$ cat src/rtl/vga_timing_if.sv
// vga_timing_if
//   Raster timing bundle produced by vga_timing and consumed by the video path.
//   master: driven by the timing generator; slave: read by downstream logic.
//   Signals: running, hcount/vcount (CW bits), active, hsync, vsync,
//   line_start, frame_start.
interface vga_timing_if #(
    parameter int CW = 10
);
    logic          running;
    logic [CW-1:0] hcount;
    logic [CW-1:0] vcount;
    logic          active;
    logic          hsync;
    logic          vsync;
    logic          line_start;
    logic          frame_start;

    modport master (
        output running, hcount, vcount, active, hsync, vsync, line_start, frame_start
    );

    modport slave (
        input running, hcount, vcount, active, hsync, vsync, line_start, frame_start
    );
endinterface

$ cat src/rtl/vga_timing.sv
// vga_timing
//   Qualifies the PLL lock indication and then generates VGA raster timing
//   (default 640x480@60) on the pixel clock. All timing is held idle until
//   lock has been stable for LOCK_DELAY consecutive cycles.
// Ports
//   clock   in   pixel clock
//   reset   in   synchronous, active-high reset
//   locked  in   PLL lock indication (pixel clock domain)
//   vid     out  raster timing bundle (vga_timing_if.master)
//
// state   | meaning
// --------+--------------------------------------------------------------
// ST_WAIT | counting consecutive locked cycles, all outputs idle
// ST_RUN  | lock qualified, raster counters advancing
module vga_timing #(
    parameter int H_ACTIVE   = 640,
    parameter int H_FP       = 16,
    parameter int H_SYNC     = 96,
    parameter int H_BP       = 48,
    parameter int V_ACTIVE   = 480,
    parameter int V_FP       = 10,
    parameter int V_SYNC     = 2,
    parameter int V_BP       = 33,
    parameter bit HS_POL     = 1'b0,
    parameter bit VS_POL     = 1'b0,
    parameter int LOCK_DELAY = 1024,
    parameter int CW         = 10
) (
    input  logic         clock,
    input  logic         reset,
    input  logic         locked,
    vga_timing_if.master vid
);
    localparam int H_TOTAL = H_ACTIVE + H_FP + H_SYNC + H_BP;
    localparam int V_TOTAL = V_ACTIVE + V_FP + V_SYNC + V_BP;
    // Counter only has to reach LOCK_DELAY-1 before the transition fires.
    localparam int LCW = (LOCK_DELAY > 1) ? $clog2(LOCK_DELAY) : 1;

    localparam logic [CW-1:0]  H_LAST    = CW'(H_TOTAL - 1);
    localparam logic [CW-1:0]  V_LAST    = CW'(V_TOTAL - 1);
    localparam logic [CW-1:0]  H_ACT_C   = CW'(H_ACTIVE);
    localparam logic [CW-1:0]  V_ACT_C   = CW'(V_ACTIVE);
    localparam logic [CW-1:0]  HS_START  = CW'(H_ACTIVE + H_FP);
    localparam logic [CW-1:0]  HS_END    = CW'(H_ACTIVE + H_FP + H_SYNC);
    localparam logic [CW-1:0]  VS_START  = CW'(V_ACTIVE + V_FP);
    localparam logic [CW-1:0]  VS_END    = CW'(V_ACTIVE + V_FP + V_SYNC);
    localparam logic [LCW-1:0] LOCK_LAST = LCW'(LOCK_DELAY - 1);

    typedef enum logic {ST_WAIT, ST_RUN} state_t;

    state_t         state_q, state_d;
    logic [LCW-1:0] lock_cnt_q, lock_cnt_d;
    logic           running_q, running_d;
    logic [CW-1:0]  hcount_q, hcount_d;
    logic [CW-1:0]  vcount_q, vcount_d;
    logic           active_q, active_d;
    logic           hsync_q, hsync_d;
    logic           vsync_q, vsync_d;
    logic           line_start_q, line_start_d;
    logic           frame_start_q, frame_start_d;

    // Next raster position is computed first; every decoded output is then
    // derived from that next position so all registered outputs line up.
    always_comb begin
        state_d    = state_q;
        lock_cnt_d = lock_cnt_q;
        running_d  = 1'b0;
        hcount_d   = '0;
        vcount_d   = '0;

        unique case (state_q)
            ST_WAIT: begin
                if (!locked) begin
                    lock_cnt_d = '0;
                end else if (lock_cnt_q == LOCK_LAST) begin
                    state_d    = ST_RUN;
                    lock_cnt_d = '0;
                    running_d  = 1'b1;
                end else begin
                    lock_cnt_d = lock_cnt_q + 1'b1;
                end
            end
            ST_RUN: begin
                if (!locked) begin
                    // Abort immediately; re-entry restarts at (0,0).
                    state_d    = ST_WAIT;
                    lock_cnt_d = '0;
                end else begin
                    running_d = 1'b1;
                    if (hcount_q == H_LAST) begin
                        hcount_d = '0;
                        vcount_d = (vcount_q == V_LAST) ? '0 : vcount_q + 1'b1;
                    end else begin
                        hcount_d = hcount_q + 1'b1;
                        vcount_d = vcount_q;
                    end
                end
            end
            default: begin
                state_d    = ST_WAIT;
                lock_cnt_d = '0;
            end
        endcase

        active_d      = running_d && (hcount_d < H_ACT_C) && (vcount_d < V_ACT_C);
        hsync_d       = (running_d && (hcount_d >= HS_START) && (hcount_d < HS_END))
                        ? HS_POL : ~HS_POL;
        vsync_d       = (running_d && (vcount_d >= VS_START) && (vcount_d < VS_END))
                        ? VS_POL : ~VS_POL;
        line_start_d  = running_d && (hcount_d == '0);
        frame_start_d = running_d && (hcount_d == '0) && (vcount_d == '0);
    end

    always_ff @(posedge clock) begin
        if (reset) begin
            state_q       <= ST_WAIT;
            lock_cnt_q    <= '0;
            running_q     <= 1'b0;
            hcount_q      <= '0;
            vcount_q      <= '0;
            active_q      <= 1'b0;
            hsync_q       <= ~HS_POL;
            vsync_q       <= ~VS_POL;
            line_start_q  <= 1'b0;
            frame_start_q <= 1'b0;
        end else begin
            state_q       <= state_d;
            lock_cnt_q    <= lock_cnt_d;
            running_q     <= running_d;
            hcount_q      <= hcount_d;
            vcount_q      <= vcount_d;
            active_q      <= active_d;
            hsync_q       <= hsync_d;
            vsync_q       <= vsync_d;
            line_start_q  <= line_start_d;
            frame_start_q <= frame_start_d;
        end
    end

    assign vid.running     = running_q;
    assign vid.hcount      = hcount_q;
    assign vid.vcount      = vcount_q;
    assign vid.active      = active_q;
    assign vid.hsync       = hsync_q;
    assign vid.vsync       = vsync_q;
    assign vid.line_start  = line_start_q;
    assign vid.frame_start = frame_start_q;
endmodule
$ cat src/flat_wrapper.sv
// flat-port wrapper written by rule: the top's interface ports become plain ports
module vga_timing_flat 
#(
    parameter int H_ACTIVE   = 640,
    parameter int H_FP       = 16,
    parameter int H_SYNC     = 96,
    parameter int H_BP       = 48,
    parameter int V_ACTIVE   = 480,
    parameter int V_FP       = 10,
    parameter int V_SYNC     = 2,
    parameter int V_BP       = 33,
    parameter bit HS_POL     = 1'b0,
    parameter bit VS_POL     = 1'b0,
    parameter int LOCK_DELAY = 1024,
    parameter int CW         = 10
)
  (clock, reset, locked, vid_running, vid_hcount, vid_vcount, vid_active, vid_hsync, vid_vsync, vid_line_start, vid_frame_start);
  vga_timing_if #(.CW(CW)) vid_i ();
  input  logic clock;
  input  logic reset;
  input  logic locked;
  output wire logic [$bits(vid_i.running)-1:0] vid_running;
  output wire logic [$bits(vid_i.hcount)-1:0] vid_hcount;
  output wire logic [$bits(vid_i.vcount)-1:0] vid_vcount;
  output wire logic [$bits(vid_i.active)-1:0] vid_active;
  output wire logic [$bits(vid_i.hsync)-1:0] vid_hsync;
  output wire logic [$bits(vid_i.vsync)-1:0] vid_vsync;
  output wire logic [$bits(vid_i.line_start)-1:0] vid_line_start;
  output wire logic [$bits(vid_i.frame_start)-1:0] vid_frame_start;
  assign vid_running = vid_i.running;
  assign vid_hcount = vid_i.hcount;
  assign vid_vcount = vid_i.vcount;
  assign vid_active = vid_i.active;
  assign vid_hsync = vid_i.hsync;
  assign vid_vsync = vid_i.vsync;
  assign vid_line_start = vid_i.line_start;
  assign vid_frame_start = vid_i.frame_start;
  vga_timing #(.H_ACTIVE(H_ACTIVE), .H_FP(H_FP), .H_SYNC(H_SYNC), .H_BP(H_BP), .V_ACTIVE(V_ACTIVE), .V_FP(V_FP), .V_SYNC(V_SYNC), .V_BP(V_BP), .HS_POL(HS_POL), .VS_POL(VS_POL), .LOCK_DELAY(LOCK_DELAY), .CW(CW)) u_core (.clock(clock), .reset(reset), .locked(locked), .vid(vid_i));
endmodule
$ cat config.mk
export PLATFORM = sky130hd
export DESIGN_NAME = vga_timing_flat
export DESIGN_NICKNAME = d
export VERILOG_FILES = /design/src/rtl/vga_timing_if.sv /design/src/rtl/vga_timing.sv /design/src/flat_wrapper.sv
export SDC_FILE = /design/constraint.sdc
export NUM_CORES = 1
export LEC_CHECK = 0
export BUFFER_PORTS_ARGS = -buffer_cell sky130_fd_sc_hd__buf_2
export CORE_MARGIN = 3
export CORE_UTILIZATION = 36
export CTS_BUF_LIST = sky130_fd_sc_hd__clkbuf_8
export DETAILED_ROUTE_END_ITERATION = 7
export PLACE_DENSITY_LB_ADDON = 0.25
export REMOVE_ABC_BUFFERS = 1
export SLEW_MARGIN = 20
export SYNTH_ARGS = -nofsm -noshare
export SYNTH_HDL_FRONTEND = slang
export SYNTH_SLANG_ARGS = --single-unit
$ cat constraint.sdc
create_clock -name clock -period 4 [get_ports clock]
set_clock_uncertainty 0.15 [all_clocks]
set_input_delay 0.4 -clock clock [delete_from_list [all_inputs] [get_ports clock]]
set_output_delay 0.4 -clock clock [all_outputs]
set_load 0.1 [all_outputs]
---- After elaboration in Yosys (flattened, before gate mapping) ----
Cells that the tools add are included.
word-level totals
  bits in registers ....................... 36
  input port bits ......................... 3
  output and inout port bits .............. 26
  logic and storage cells ................. 50
operators by class
  add/subtract/negate cells ............... 3
  $lt $le $gt $ge ......................... 6
  equal/unequal tests ..................... 4
  mux-type cells .......................... 17
  bitwise gates (word level) .............. 1
  reduce and logical (&&, ||, !) cells .... 10
operator list
  operator               number
  $mux 10                10
  $add 10x1->10 const B  3
  $eq 10x10->1 const B   3
  $logic_not 10->1       2
  $lt 10x10->1 const B   2
  $lt 10x9->1 const B    2
  $pmux 10 s2            1
  $ge 10x10->1 const B   1
  $ge 10x9->1 const B    1
  $logic_and 1x1->1      8
  $mux 1                 5
  $ne 2x2->1 const B     1
  $pmux 1 s2             1
  $not 1->1              1

---- Longest topological paths before layout ----
  depth after elaboration ................. 9
  mapped depth ............................ 9
  mapped depth without buffers ............ 7

---- Worst setup path before layout ----
Ideal clock, no wire load.
  path type ............................... reg2reg
  from .................................... register u_core.hcount_q[0], in the netlist u_core.vid.hcount[0]
  to ...................................... register u_core.frame_start_q, in the netlist u_core.vid.frame_start
  setup time .............................. 0.088 ns
  data arrival time ....................... 3.000 ns
  slack ................................... 0.762 ns
  stages on the path, launching flop included .. 10
  buffers on the path ..................... 2
  path through ............................ dfxtp_1 -> ha_1 -> buf_6 -> nand4_4 -> or4_1 -> buf_2 -> or3_1 -> a211oi_1 -> a41oi_1 -> nor4_2
between the ends
  word-level cells in the longest chain between the ends .. 7
RTL lines
  what                                                  RTL line                            text
  from (decl)                                           vga_timing.sv:54                    logic [CW-1:0] hcount_q, hcount_d;
  from (signal assigned)                                vga_timing.sv:130                   hcount_q <= hcount_d;
  $add 10x1->10 / $eq 10x10->1 (equally long branches)  vga_timing.sv:94, vga_timing.sv:90
  $mux 10                                               vga_timing.sv:90                    if (hcount_q == H_LAST) begin
  $mux 10                                               vga_timing.sv:84                    if (!locked) begin
  $mux 10                                               vga_timing.sv:71                    unique case (state_q)
  $logic_not 10->1                                      vga_timing.sv:111                   frame_start_d = running_d && (hcount_d == '0) && (vcount_d == '0);
  $logic_and 1x1->1                                     vga_timing.sv:111
  $logic_and 1x1->1 *                                   vga_timing.sv:111
  to (signal assigned)                                  vga_timing.sv:136                   frame_start_q <= frame_start_d;
  to (decl)                                             vga_timing.sv:60                    logic frame_start_q, frame_start_d;
Mark *: on every way between the ends. The rest lies on a longest branch, timed or not.
A chain may end at the register's enable or synchronous reset.

---- Worst setup path after layout ----
Same ends and word-level chain as after synthesis.

==> parameters.txt <==
Parameter                              Value

Run status
  Outcome ... complete, no violations

Final layout
  Nets@finish ... 272
  Fraction of the core area covered by cells at the end of the flow ... 42.9%
  Filler instances ... 546
  Antenna diode instance count ... 0
  Area of the multi-input gates ... 1190 um^2
  Fraction of layout instances using a drive strength above 1 ... 16.2%
  Seq. cell area ... 721 um^2
  Area growth syn-to-layout ... 11.2%

Routing
  Number of search-and-repair iterations in the first detailed-routing pass ... 4
  Drt wl/cell ... 13.5 um
  Post-DRT Antenna Nets ... 0
  Violation count after the first detailed-routing iteration ... 131
  DRC violations left ... 0
  Total number of vias ... 1765
  WL final ... 4540 um
  Drt via density ... 5.25

Clocking
  Number of setup buffers added after CTS ... 0
  Number of clock buffers inserted by TritonCTS ... 5
  Clock latency reported for the late side of the worst-skew pair ... 0.29 ns
  Resized Gates After CTS ... 0
  TritonCTS clock tree ... built
  Maximum clock path buffer count ... 2
  Clock Pin Slew Worst Setup and Hold Paths ... 0.08 ns
  Root cell of the clock tree ... clkbuf_8
  Hold buffers post-CTS ... 0
  CTS H-tree lvls ... 2
  Clock tree sinks ... 36

Global routing
  Via count of the first global-routing pass ... 1636
  Maximum number of pins on one net before global-route repair ... 15
  Wire length of the first global-routing pass ... 7780 um
  Overall routing resource usage ... 15.2%
  GR Overflow Total ... 0
  Antenna violations before repair ... 0

Yosys
  Number of distinct standard cells referenced by the synthesized netlist ... 54
  Sequential cell area fraction in the yosys report ... 35.2%
  Total number of yosys warnings ... 0
  Synthesized area divided by synthesized cell count ... 8.39 um^2
  Count of flip-flops with a built-in enable after synthesis ... 0
  Post-synth ARST share ... 0%
  Synthesis-stage register bit count ... 36
  Combined area of all synthesized cells ... 2050 um^2
  Predominant post-synthesis flop cell ... dfxtp_1
  Post-synthesis cell count ... 244

STA
  Maximum achievable frequency ... 364 MHz
  Period Utilization, post-route ... 68.7%
  Setup-violating endpoint count in the final report ... 0
  RSZ-0062 raised after global routing ... false
  Worst slew margin ... 62.3%
  Total negative setup slack ... 0 ns
  Minimum clock period ... 2.75 ns
  Count of pins over their slew limit ... 0
  Final count of hold timing violations ... 0
  Worst Max-Slew Pin Slew ... 0.562 ns

Worst setup path
  Startpoint types ... flop
  CP Data Required Time ... 4.06 ns
  Cell at the slowest stage of the critical path ... or4_1
  Slowest stage delay, CP ... 0.64 ns
  Cell count of the worst reg-to-reg path ... 7
  Critical register-to-register path startpoint ... u_core.vid.hcount[0]$_SDFF_PP0_
  Worst setup EP type ... flop
  List of cells traversed by the critical path ... ha_1 > nand4_4 > or4_1 > or3_1 > a211oi_1 > a41oi_1 > nor4_2
  Capturing point of the worst reg2reg path ... u_core.vid.frame_start$_SDFF_PP0_
  Reg2reg setup slack ... 1.25 ns
  Buffers and inverters on the worst path ... 0
  Maximum fanout along the worst path ... 8
  Arrival time of the worst setup path ... 2.80 ns
  Cell family contributing the most delay on the critical path ... simple AND/OR/NAND/NOR gates
  Category of the critical setup timing path ... flop to flop

Place
  Weighted congestion reported at the end of routability-driven placement ... 0.821
  Count of buffers inserted at the top-level ports ... 28
  Half-perimeter wire length of the detailed placement result ... 3380 um

Floorplan
  Placeable core area ... 5300 um^2
  Die width ... 81.4 um
  Die outline height ... 81.4 um
  Die outline area ... 6630 um^2
  Site Rows ... 26
  Starting density of the core ... 38.6%
  I/O pin total ... 29

Run
  Max-capacitance violation count ... 0

Power and ir drop
  LEAKAGE ... 0.000815 uW
  Maximum resistive drop on vdd ... 0.101 mV
  Power density of the placed cells ... 300 nW/um^2

Min path
  Start point of the worst min-delay path ... reset
  Worst hold path class ... primary input to flop
  Worst hold endpoint ... u_core.lock_cnt_q[4]$_SDFFE_PP0P_
  Hold Crit Depth ... 2
## layer usage
metal	track usage (%)	wire, um
met5	0	0
met4	4.56	27
met3	3.99	202
met2	23.3	2160
met1	20.8	2150
## worst register-to-register path, delay by kind of cell, from the launching register on
kind,cells,cell delay [ns]
simple gates,4,1.38
fa+ha+maj,1,0.35
flops,1,0.40
compound gates,2,0.39
## cells by family after synthesis
logic type	Yosys count	synth area share, %
AND/OR/NAND/NOR	121	32.1
flip-flops	36	35.2
AO/OA/AOI/OAI	36	12.6
multiplexers	1	0.489
adder cells (fa/ha/maj)	4	2.45
buffers and inverters	21	6.48
XOR/XNOR	25	10.7
## metrics by stage
step,area (um^2),hold WS (ns),cells,power [uW],setup WS (ns)
detailed placement,2170,0.322,328,378,1.26
global placement,2170,0.314,328,378,1.34
CTS,2280,0.299,336,696,1.22
floorplan,1940,0.284,230,373,0.683
finish,2280,0.298,336,682,1.25
global route,2280,0.289,336,715,1.06
## area by class of cell
type / count / area share, %
clock inverters: 3 / 1.70
inverters: 7 / 1.15
repair buffers: 28 / 6.16
flip-flops and latches: 36 / 31.7
multi-input cells: 187 / 52.4
well taps: 70 / 3.85
clock buffers: 5 / 3.02
## synth_stat cells (all sizes together) (3+ instances only)
cell | number | area, um^2
xnor2 | 17 | 149
a21oi | 7 | 35.0
and3 | 5 | 31.3
nand2 | 17 | 63.8
or3 | 4 | 30.0
clkbuf | 3 | 11.3
xor2 | 8 | 70.1
and2 | 3 | 18.8
ha | 4 | 50.1
and4 | 3 | 26.3
a311oi | 4 | 35.0
nor2 | 38 | 143
inv | 7 | 26.3
nor3 | 12 | 65.1
o21ai | 6 | 30.0
nor2b | 5 | 31.3
buf | 11 | 95.1
dfxtp | 36 | 721
nand3 | 13 | 65.1
nand4 | 6 | 52.6
## where the power goes
part | switching [uW] | internal, uW | total, uW
registers | 0.836 | 359 | 360
clock network | 130 | 182 | 313
logic | 6.19 | 3.26 | 9.45
total | 137 | 545 | 682
## layout by cell type, fill, tap and decap left out, types with 3 or more instances in the layout
master    instances
xnor2_1          17
clkbuf_8          5
dfxtp_1          36
inv_1             8
nor2_1           38
buf_2            28
o21ai_0           6
a311oi_1          4
nand4_1           5
ha_1              4
a21oi_1           7
and4_1            3
or3_1             3
xor2_1            8
nand3_1          13
and3_1            5
nor3_1           11
nand2_1          17
nor2b_1           5
## worst max path at each step
stage	start	to	cells past startpoint
after CTS	u_core.vid.hcount[0]$_SDFF_PP0_	u_core.vid.frame_start$_SDFF_PP0_	7
after floorplan	u_core.vid.hcount[0]$_SDFF_PP0_	u_core.vid.frame_start$_SDFF_PP0_	7
after global placement	u_core.vid.hcount[0]$_SDFF_PP0_	u_core.vid.frame_start$_SDFF_PP0_	7
final	u_core.vid.hcount[0]$_SDFF_PP0_	u_core.vid.frame_start$_SDFF_PP0_	7
after detailed placement	u_core.vid.hcount[0]$_SDFF_PP0_	u_core.vid.frame_start$_SDFF_PP0_	7
after global routing	u_core.vid.hcount[0]$_SDFF_PP0_	u_core.vid.frame_start$_SDFF_PP0_	7
## state kept, by name, summed over array words and instances, names as in the netlist
register	cells
u_core.lock_cnt_q	10
u_core.state_q	1
u_core.vid.active	1
u_core.vid.hsync	1
u_core.vid.frame_start	1
u_core.vid.vcount	10
u_core.vid.hcount	10
u_core.vid.line_start	1
u_core.vid.vsync	1
(Power assumes the default switching activity.)
